$ cat src/rtl/maze_tile_monitor.sv
// Tile monitor: looks up the world-map tile under the icon whenever it moves and
// reports tile flags, goal/wall events and saturating move/wall-hit counters.
module maze_tile_monitor #(
    parameter int MAP_LATENCY = 1,
    parameter int CNT_W       = 16
) (
    input  logic             clk,
    input  logic             reset_n,
    input  logic [7:0]       loc_x,
    input  logic [7:0]       loc_y,
    input  logic             clear,
    output logic [13:0]      map_addr,
    output logic             map_rd,
    input  logic [1:0]       map_data,
    output logic [1:0]       tile_type,
    output logic             on_wall,
    output logic             at_goal,
    output logic             goal_reached,
    output logic             goal_hit,
    output logic             upd_stb,
    output logic [CNT_W-1:0] move_count,
    output logic [7:0]       wall_hits
);

    typedef enum logic [1:0] {
        ST_IDLE,
        ST_RD,
        ST_WAIT,
        ST_EVAL
    } state_t;

    localparam logic [1:0]       TILE_WALL = 2'b01;
    localparam logic [1:0]       TILE_GOAL = 2'b10;
    localparam logic [1:0]       LAT_INIT  = 2'(MAP_LATENCY - 1);
    localparam logic [CNT_W-1:0] MOVE_MAX  = '1;
    localparam logic [7:0]       HITS_MAX  = 8'hFF;

    state_t      state;
    state_t      next_state;
    logic [7:0]  cur_x;
    logic [7:0]  cur_y;
    logic        pend;
    logic        init_pend;
    logic [1:0]  lat_cnt;
    logic [1:0]  tile_q;
    logic        loc_moved;
    logic        loc_oor;
    logic        start;
    logic        new_wall;
    logic        new_goal;

    assign loc_moved = (loc_x != cur_x) || (loc_y != cur_y);
    assign loc_oor   = loc_x[7] | loc_y[7];
    assign start     = loc_moved | init_pend | pend;
    assign new_wall  = (tile_q == TILE_WALL) && (tile_type != TILE_WALL);
    assign new_goal  = (tile_q == TILE_GOAL) && (tile_type != TILE_GOAL);

    always_ff @(posedge clk or negedge reset_n) begin
        if (!reset_n) begin
            state <= ST_IDLE;
        end else begin
            state <= next_state;
        end
    end

    // Off-map coordinates never touch the ROM; they are evaluated as a wall directly.
    always_comb begin
        next_state = state;
        map_rd     = 1'b0;
        case (state)
            ST_IDLE: begin
                if (start) begin
                    next_state = loc_oor ? ST_EVAL : ST_RD;
                end
            end
            ST_RD: begin
                map_rd     = 1'b1;
                next_state = ST_WAIT;
            end
            ST_WAIT: begin
                if (lat_cnt == 2'd0) begin
                    next_state = ST_EVAL;
                end
            end
            ST_EVAL: begin
                next_state = ST_IDLE;
            end
            default: begin
                next_state = ST_IDLE;
            end
        endcase
    end

    always_ff @(posedge clk or negedge reset_n) begin
        if (!reset_n) begin
            cur_x     <= 8'd0;
            cur_y     <= 8'd0;
            pend      <= 1'b0;
            init_pend <= 1'b1;
            lat_cnt   <= 2'd0;
            tile_q    <= 2'd0;
            map_addr  <= 14'd0;
        end else begin
            case (state)
                ST_IDLE: begin
                    if (start) begin
                        cur_x    <= loc_x;
                        cur_y    <= loc_y;
                        map_addr <= {loc_y[6:0], loc_x[6:0]};
                        pend     <= 1'b0;
                        if (loc_oor) begin
                            tile_q <= TILE_WALL;
                        end
                    end
                end
                ST_RD: begin
                    lat_cnt <= LAT_INIT;
                    if (loc_moved) begin
                        pend <= 1'b1;
                    end
                end
                ST_WAIT: begin
                    if (lat_cnt == 2'd0) begin
                        tile_q <= map_data;
                    end else begin
                        lat_cnt <= lat_cnt - 2'd1;
                    end
                    if (loc_moved) begin
                        pend <= 1'b1;
                    end
                end
                ST_EVAL: begin
                    init_pend <= 1'b0;
                    if (loc_moved) begin
                        pend <= 1'b1;
                    end
                end
                default: begin
                end
            endcase
        end
    end

    // The post-reset lookup only refreshes the tile flags; it is not a move.
    always_ff @(posedge clk or negedge reset_n) begin
        if (!reset_n) begin
            tile_type    <= 2'd0;
            on_wall      <= 1'b0;
            at_goal      <= 1'b0;
            goal_reached <= 1'b0;
            goal_hit     <= 1'b0;
            upd_stb      <= 1'b0;
            move_count   <= '0;
            wall_hits    <= 8'd0;
        end else begin
            upd_stb  <= 1'b0;
            goal_hit <= 1'b0;
            if (state == ST_EVAL) begin
                tile_type <= tile_q;
                on_wall   <= (tile_q == TILE_WALL);
                at_goal   <= (tile_q == TILE_GOAL);
                upd_stb   <= 1'b1;
                if (!init_pend) begin
                    if (move_count != MOVE_MAX) begin
                        move_count <= move_count + CNT_W'(1);
                    end
                    if (new_wall && (wall_hits != HITS_MAX)) begin
                        wall_hits <= wall_hits + 8'd1;
                    end
                    if (new_goal) begin
                        goal_hit     <= 1'b1;
                        goal_reached <= 1'b1;
                    end
                end
            end
            if (clear) begin
                move_count   <= '0;
                wall_hits    <= 8'd0;
                goal_reached <= 1'b0;
            end
        end
    end

endmodule

$ cat config.mk
export PLATFORM = sky130hd
export DESIGN_NAME = maze_tile_monitor
export DESIGN_NICKNAME = d
export VERILOG_FILES = /design/src/rtl/maze_tile_monitor.sv
export SDC_FILE = /design/constraint.sdc
export NUM_CORES = 1
export LEC_CHECK = 0
export CORE_MARGIN = 2
export CORE_UTILIZATION = 50
export DETAILED_ROUTE_END_ITERATION = 10
export GPL_TIMING_DRIVEN = 0
export MAX_ROUTING_LAYER = met4
export PLACE_DENSITY = 0.78
export SYNTH_ARGS = -nofsm -noshare
export SYNTH_HDL_FRONTEND = slang
export SYNTH_SLANG_ARGS = --single-unit
$ cat constraint.sdc
create_clock -name clk -period 3 [get_ports clk]
set_input_delay 0.3 -clock clk [delete_from_list [all_inputs] [get_ports clk]]
set_output_delay 0.3 -clock clk [all_outputs]
set_load 0.005 [all_outputs]
==> impl_metrics.toml, run 1 <==
[synth]
syn-instance-count = 271
postSynthAreaPerCell_um2 = 10.6
synth.yosys.seq_area_share_pct = 47.8
synthesis.area_mm2 = 0.00288
mappedNetlistNets = 300
synth_cell_type_count = 42
postSynthRegisterBits = 55
yosysWarnings = 0

[detailed_routing]
first_pass_iters = 4
drt-initial-drc-count = 93
drcViolationCount = 0
routed_via_density = 5.27
detail-route-antenna-nets = 0
wl_per_cell_um = 13.6
wirelength_um = 5720
routed-via-count = 2210

[place]
place_ws_ps = 224
place.port_buffers = 66
gp_routability_congestion = 0.862
dpl.hpwl_um = 4290

[setup_path]
worst_r2r_endpoint = "wall_hits[3]"
kind_of_end_point_of_the_critical_path = "flop"
timing.critical_path.slowest_cell_delay_ps = 450
worstPathCellList = "ha_1 > buf_2 > nor2b_1 > nand3_1 > nor2_1 > nand4_1 > mux2_2"
worst_setup_path_start_kind = "flop"
worst_r2r_path_depth = 7
critical_path.slowest_cell = "sky130_fd_sc_hd__nor2b_1"
timing.rr.start = "state[0]"
worst-r2r-setup-slack_ps = 510
critical_path.top_delay_family = "simple AND/OR/NAND/NOR gates"
worst_ep_arrival_time_ps = 2680
critPathMaxFanout = 9
path_class = "flop to flop"
cp_num_buf_inv = 1
setup.worst_path.end = "wall_hits[3]"
critical_path_depth = 7
worstSetupStartpoint = "state[0]"
timing.critical_path.required_ps = 3190

[sta]
relSlewSlack_pct = 62.9
period_needed_ps = 2490
timing.hold.ws_ps = 508
achievable-frequency_mhz = 401
finalCritPeriodShare_pct = 83.1
finalWorstSetupSlack_ps = 507
report.final.setup_viol = 0
setup_repair_after_global_routing_missed_its_margin = "no"
actual_slew_at_the_worst_max_slew_pin_ps = 557
clock_skew_ps = 8.68
report.final.slew_viol_count = 0
final_hold_viol_count = 0

[clocking]
clock-root-buffer = "sky130_fd_sc_hd__clkbuf_8"
cts_inserted_buffers = 5
clkSinkCount = 55
worstSkewPairLatency_ps = 310
tritoncts = "built"
clock_path_buffers = 2
clk_pin_slew_ps = 100
cts.htree.levels = 2

[layout]
area_delta_synth_final_pct = 31.7
nNetsFinal = 375
multiInputGateArea_mm2 = 0.00133
n_antenna_cell = 0
nFillCells = 436
layout-drive-gt1-share_pct = 14.7
area.sequential_mm2 = 0.00138

[floorplan]
num_io_pins = 67
floorplan.initialDensity_pct = 52.0
fp.coreArea_mm2 = 0.00554
die_y_um = 79.9
fp.dieArea_mm2 = 0.00638
core.rowCount = 27
die_width_um = 79.9

[global_routing]
grt_usage_pct = 20.5
grt_pass1_vias = 2157
number_of_antenna_violations_at_the_first_check_in_global_routing = 0
grt_max_degree = 33
globalRouteOverflowTotal = 0
grt_pass1_wl_um = 10100

[run]
max_cap_viol_count = 0

[min_path]
kind_of_path_behind_the_tightest_hold_check = "input port to async pin"

[power]
power_density_mw_per_mm2 = 754
static-leakage-power_nw = 1.56
ir_worst_vdd_v = 0.000355

[outcome]
outcome = "completed"
-- synth_stat cells, drive strengths merged --
master,count,area (um^2)
ha,8,100
a21oi,5,25.0
or4,4,30.0
dfrtp,54,1350
o31ai,1,21.3
o21ai,9,45.0
o21a,1,7.51
xnor2,17,149
nand3,6,30.0
dfstp,1,26.3
o2111a,1,11.3
nand4b,2,17.5
nor3,3,15.0
o41ai,2,17.5
o22a,1,8.76
clkbuf,3,11.3
nor2b,5,31.3
o2bb2ai,1,8.76
a2bb2oi,1,8.76
and4,4,35.0
or3b,1,8.76
o211ai,2,15.0
buf,17,126
nor4,6,37.5
and3,2,12.5
nor3b,2,15.0
nand4,8,50.1
mux2,19,214
or2,1,6.26
mux2i,2,20.0
or3,1,6.26
and2,1,6.26
o22ai,1,6.26
nand2b,3,18.8
o2111ai,2,17.5
inv,9,33.8
nand2,15,56.3
a31o,1,8.76
xor2,17,149
nor2,32,120
-- per-layer routing --
metal	vias to the layer above	wire length [um]	global-route usage [%]
met5	-	0	-
met4	0	64	5.59
met1	1081	2740	27.3
met2	46	2720	33.3
li1	1079	-	-
met3	4	197	2.49
-- per-stage QoR --
| step | instance area [um^2] | utilization, % | TNS (ps) | cells | power, mW |
|---|---|---|---|---|---|
| 6_report | 3790 | 68.4 | 0 | 419 | 2.86 |
| 5_1_grt | 3790 | 68.4 | 0 | 419 | 3.05 |
| 4_1_cts | 3790 | 68.4 | 0 | 419 | 2.90 |
| 3_5_place_dp | 3640 | 65.8 | 0 | 410 | 2.30 |
| 3_3_place_gp | 3630 | 65.5 | -3480 | 409 | 2.25 |
| 2_1_floorplan | 2880 | - | 0 | 271 | 1.81 |
-- final cells by class --
cell class | instances | area share (%)
sequential | 55 | 36.3
multi-input combinational | 187 | 35.1
timing repair buffer | 68 | 18.1
buffer | 20 | 3.63
tap | 72 | 2.38
clock buffer | 5 | 1.82
clock inverter | 3 | 1.78
inverter | 9 | 0.891
-- repair_timing --
action | in CTS | in global routing
resized for setup | 0 | 0
buffers inserted | 0 | 0
hold buffers | 1 | 0
endpoints found under the hold margin | 22 | 0
-- report_power, final --
group	internal [mW]	switching (mW)	leakage [nW]
logic	0.742	0.449	0.791
clock network	0.333	0.242	0.0644
registers	0.934	0.161	0.705
-- worst min path at each step --
stage          startpoint            to  slack (ps)  cells after the start
6_report          reset_n  map_addr[11]         510                      2
5_1_grt        lat_cnt[1]    lat_cnt[1]         530                      2
4_1_cts        lat_cnt[1]    lat_cnt[1]         510                      2
3_5_place_dp      reset_n   map_addr[0]         330                      1
3_3_place_gp   lat_cnt[1]    lat_cnt[1]         470                      2
2_1_floorplan     reset_n       at_goal           4                      0
-- cells in the final DEF, fill, tap and decap left out, types with 2 or more instances in the layout --
cell	n
sky130_fd_sc_hd__inv_1	9
sky130_fd_sc_hd__dfrtp_1	54
sky130_fd_sc_hd__nor3_1	3
sky130_fd_sc_hd__nand2_1	15
sky130_fd_sc_hd__nor2_1	32
sky130_fd_sc_hd__nor4_1	6
sky130_fd_sc_hd__nor2b_1	5
sky130_fd_sc_hd__nand4b_1	2
sky130_fd_sc_hd__clkdlybuf4s50_1	65
sky130_fd_sc_hd__o41ai_1	2
sky130_fd_sc_hd__or4_1	4
sky130_fd_sc_hd__clkbuf_1	3
sky130_fd_sc_hd__mux2i_1	2
sky130_fd_sc_hd__xor2_1	17
sky130_fd_sc_hd__a21oi_1	5
sky130_fd_sc_hd__mux2_2	19
sky130_fd_sc_hd__clkbuf_8	5
sky130_fd_sc_hd__bufinv_16	2
sky130_fd_sc_hd__buf_4	14
sky130_fd_sc_hd__nand3_1	6
sky130_fd_sc_hd__ha_1	8
sky130_fd_sc_hd__and4_1	4
sky130_fd_sc_hd__nor3b_1	2
sky130_fd_sc_hd__o211ai_1	2
sky130_fd_sc_hd__o21ai_0	9
sky130_fd_sc_hd__nand4_1	8
sky130_fd_sc_hd__nand2b_1	3
sky130_fd_sc_hd__and3_1	2
sky130_fd_sc_hd__o2111ai_1	2
sky130_fd_sc_hd__buf_2	3
sky130_fd_sc_hd__xnor2_1	17
-- state kept, by name, indices dropped and copies added (netlist names) --
name and cells:
cur_x 1, wall_hits 8, map_addr 13, goal_hit 1, upd_stb 1, lat_cnt 2, move_count 16, on_wall 1
init_pend 1, cur_y 2, at_goal 1, pend 1, tile_type 2, goal_reached 1, state 2, tile_q 2
-- cells by family after synthesis --
group | share of synthesized area [%]
simple gates | 17.3
xor+xnor | 10.3
mux | 8.13
compound gates | 7.00
buf+inv | 5.95
fa+ha+maj | 3.48
flops | 47.8
No activity file was read; power rests on OpenSTA's default activity.
==> inputs of run 2 (changes only) <==
--- a/config.mk
+++ b/config.mk
@@ -6,11 +6,11 @@
 export NUM_CORES = 1
 export LEC_CHECK = 0
 export CORE_MARGIN = 2
-export CORE_UTILIZATION = 50
+export CORE_UTILIZATION = 45
 export DETAILED_ROUTE_END_ITERATION = 10
 export GPL_TIMING_DRIVEN = 0
 export MAX_ROUTING_LAYER = met4
-export PLACE_DENSITY = 0.78
+export PLACE_DENSITY = 0.74
 export SYNTH_ARGS = -nofsm -noshare
 export SYNTH_HDL_FRONTEND = slang
 export SYNTH_SLANG_ARGS = --single-unit
==> constraint.sdc (replaced) <==
create_clock -name clk -period 2.07 [get_ports clk]
set_input_delay 0.207 -clock clk [delete_from_list [all_inputs] [get_ports clk]]
set_output_delay 0.207 -clock clk [all_outputs]
set_load 0.005 [all_outputs]
==> run 2 against run 1 <==
Compared with the run above: the flow now finishes with violations (negative setup slack); clock skew rose by 2.5 ps; sequential share of layout area fell by 1.0 points; flip-flop and latch count did not move; non-clock buffer count increased by 5; sequential power increased by 47%; die area rose by 11%; cell count rose by 2.4%; power is 47% higher; fmax rose by 15%; largest cell class is now multi-input combinational cells; largest power group unchanged.
==> impl_metrics.toml, run 2 (synthesis results as in run 1) <==
[sta]
relSlewSlack_pct = 64.8
setup_repair_after_global_routing_missed_its_margin = "yes"
report.final.slew_viol_count = 0
period_needed_ps = 2160
achievable-frequency_mhz = 462
actual_slew_at_the_worst_max_slew_pin_ps = 528
clock_skew_ps = 11.2
report.final.setup_viol = 16
final_hold_viol_count = 0
setup_tns_ps = -1290
finalCritPeriodShare_pct = 105
finalWorstSetupSlack_ps = -93.5

[setup_path]
timing.rr.start = "cur_y[7]"
worst_r2r_path_depth = 6
critical_path_depth = 6
setup.worst_path.end = "map_addr[12]"
critPathMaxFanout = 5
worst_r2r_endpoint = "map_addr[12]"
critical_path.top_delay_family = "simple AND/OR/NAND/NOR gates"
critical_path.slowest_cell = "sky130_fd_sc_hd__or4_4"
worst_setup_path_start_kind = "flop"
path_class = "flop to flop"
kind_of_end_point_of_the_critical_path = "flop"
worstPathCellList = "xnor2_1 > nand3_1 > or4_4 > o31ai_4 > buf_6 > mux2_4"
timing.critical_path.slowest_cell_delay_ps = 570
worst-r2r-setup-slack_ps = -90
cp_num_buf_inv = 1
worst_ep_arrival_time_ps = 2350
timing.critical_path.required_ps = 2260
worstSetupStartpoint = "cur_y[7]"

[clocking]
clock_path_buffers = 2
clock-root-buffer = "sky130_fd_sc_hd__clkbuf_8"
worstSkewPairLatency_ps = 310
clk_pin_slew_ps = 100
clkSinkCount = 55
cts.htree.levels = 2
tritoncts = "built"
cts_inserted_buffers = 5

[floorplan]
floorplan.initialDensity_pct = 45.9
fp.dieArea_mm2 = 0.00705
die_width_um = 84.0
num_io_pins = 67
die_y_um = 84.0
fp.coreArea_mm2 = 0.00628
core.rowCount = 29

[place]
placedInstanceArea_mm2 = 0.00365
place_ws_ps = -627
dpl.hpwl_um = 4350
placed_cells = 415
place.port_buffers = 66
gp_routability_congestion = 0.855

[global_routing]
number_of_antenna_violations_at_the_first_check_in_global_routing = 0
grt_max_degree = 34
grt_usage_pct = 18.6
globalRouteOverflowTotal = 0
grt_pass1_wl_um = 10400
grt_pass1_vias = 2234

[layout]
nFillCells = 510
fin_cells = 429
finalInstanceArea_mm2 = 0.00390
largest_register = "move_count"
top_regs = "move_count (16), map_addr (13), wall_hits (8)"
area_delta_synth_final_pct = 35.5
n_antenna_cell = 0
layout-drive-gt1-share_pct = 17.6
mostFrequentLayoutCells = "sky130_fd_sc_hd__clkdlybuf4s50_1, sky130_fd_sc_hd__dfrtp_1, sky130_fd_sc_hd__nor2_1"
largest_register_ffs = 16
layout_commonest_cell = "sky130_fd_sc_hd__clkdlybuf4s50_1"
nNetsFinal = 380

[power]
static-leakage-power_nw = 1.67
ir_worst_vdd_v = 0.000737
power_density_mw_per_mm2 = 1080
design_power_total_mw = 4.20

[detailed_routing]
highest-signal-layer = "met4"
route.met2.wl_um = 2980
met3_length_um = 243
routed_via_density = 5.20
first_pass_iters = 4
drcViolationCount = 0
wirelength_um = 6010
wl_per_cell_um = 14.0
routedLengthMet1_um = 2720
detail-route-antenna-nets = 0
routed-via-count = 2229
drt-initial-drc-count = 90

[outcome]
outcome = "finished with violations"
failed_checks = "negative setup slack"

[min_path]
kind_of_path_behind_the_tightest_hold_check = "input port to async pin"

[run]
max_cap_viol_count = 0
run 2: cell count changes in the layout (fill, tap and decap cells not counted), moves of 2 or more:
cell,before,now
sky130_fd_sc_hd__mux2_4,0,16
sky130_fd_sc_hd__mux2_2,19,3
sky130_fd_sc_hd__o21ai_0,9,7
sky130_fd_sc_hd__bufinv_16,2,0
sky130_fd_sc_hd__buf_6,1,3
sky130_fd_sc_hd__buf_4,14,18
run 2: timing repair:
| item | CTS | global route |
|---|---|---|
| pin swaps | 3 | 4 |
| setup buffers | 4 | 1 |
| endpoints found under the setup margin | 25 | 25 |
| resized for setup | 19 | 13 |
| endpoints found under the hold margin | 22 | 0 |
| gates cloned | 1 | 0 |
| hold buffers | 1 | 0 |
run 2: layout make-up:
type / instances / area [um^2] / share of cell area [%]
Multi-Input combinational cell: 187 / 1430 / 36.7
Clock buffer: 7 / 86.3 / 2.21
Inverter: 9 / 33.8 / 0.866
Buffer: 19 / 133 / 3.40
Tap cell: 77 / 96.3 / 2.47
Clock inverter: 1 / 5.00 / 0.128
Timing Repair Buffer: 74 / 738 / 18.9
Sequential cell: 55 / 1380 / 35.3
run 2: worst min path at each step:
stage	startpoint	to	slack [ps]	cells after the start
finish	reset_n	move_count[5]	410	2
global route	reset_n	move_count[12]	480	2
CTS	reset_n	move_count[5]	410	2
detailed placement	reset_n	move_count[5]	220	1
global placement	lat_cnt[1]	lat_cnt[1]	470	2
floorplan	reset_n	at_goal	-90	0
run 2: layer usage:
metal	vias up	track usage, %
met5	-	-
met4	0	5.28
met3	6	3.26
met2	57	30.6
met1	1073	23.8
li1	1093	-
run 2: power by group:
group / internal, mW / total, mW / leakage (nW) / switching, mW
logic: 1.28 / 2.00 / 0.916 / 0.717
registers: 1.35 / 1.60 / 0.705 / 0.243
clock network: 0.271 / 0.606 / 0.0482 / 0.336
run 2: per-stage QoR:
step	hold slack, ps	utilization (%)
6_report	412	62.1
5_1_grt	477	62.1
4_1_cts	415	61.5
3_5_place_dp	219	58.2
3_3_place_gp	471	57.9
2_1_floorplan	-88.6	-
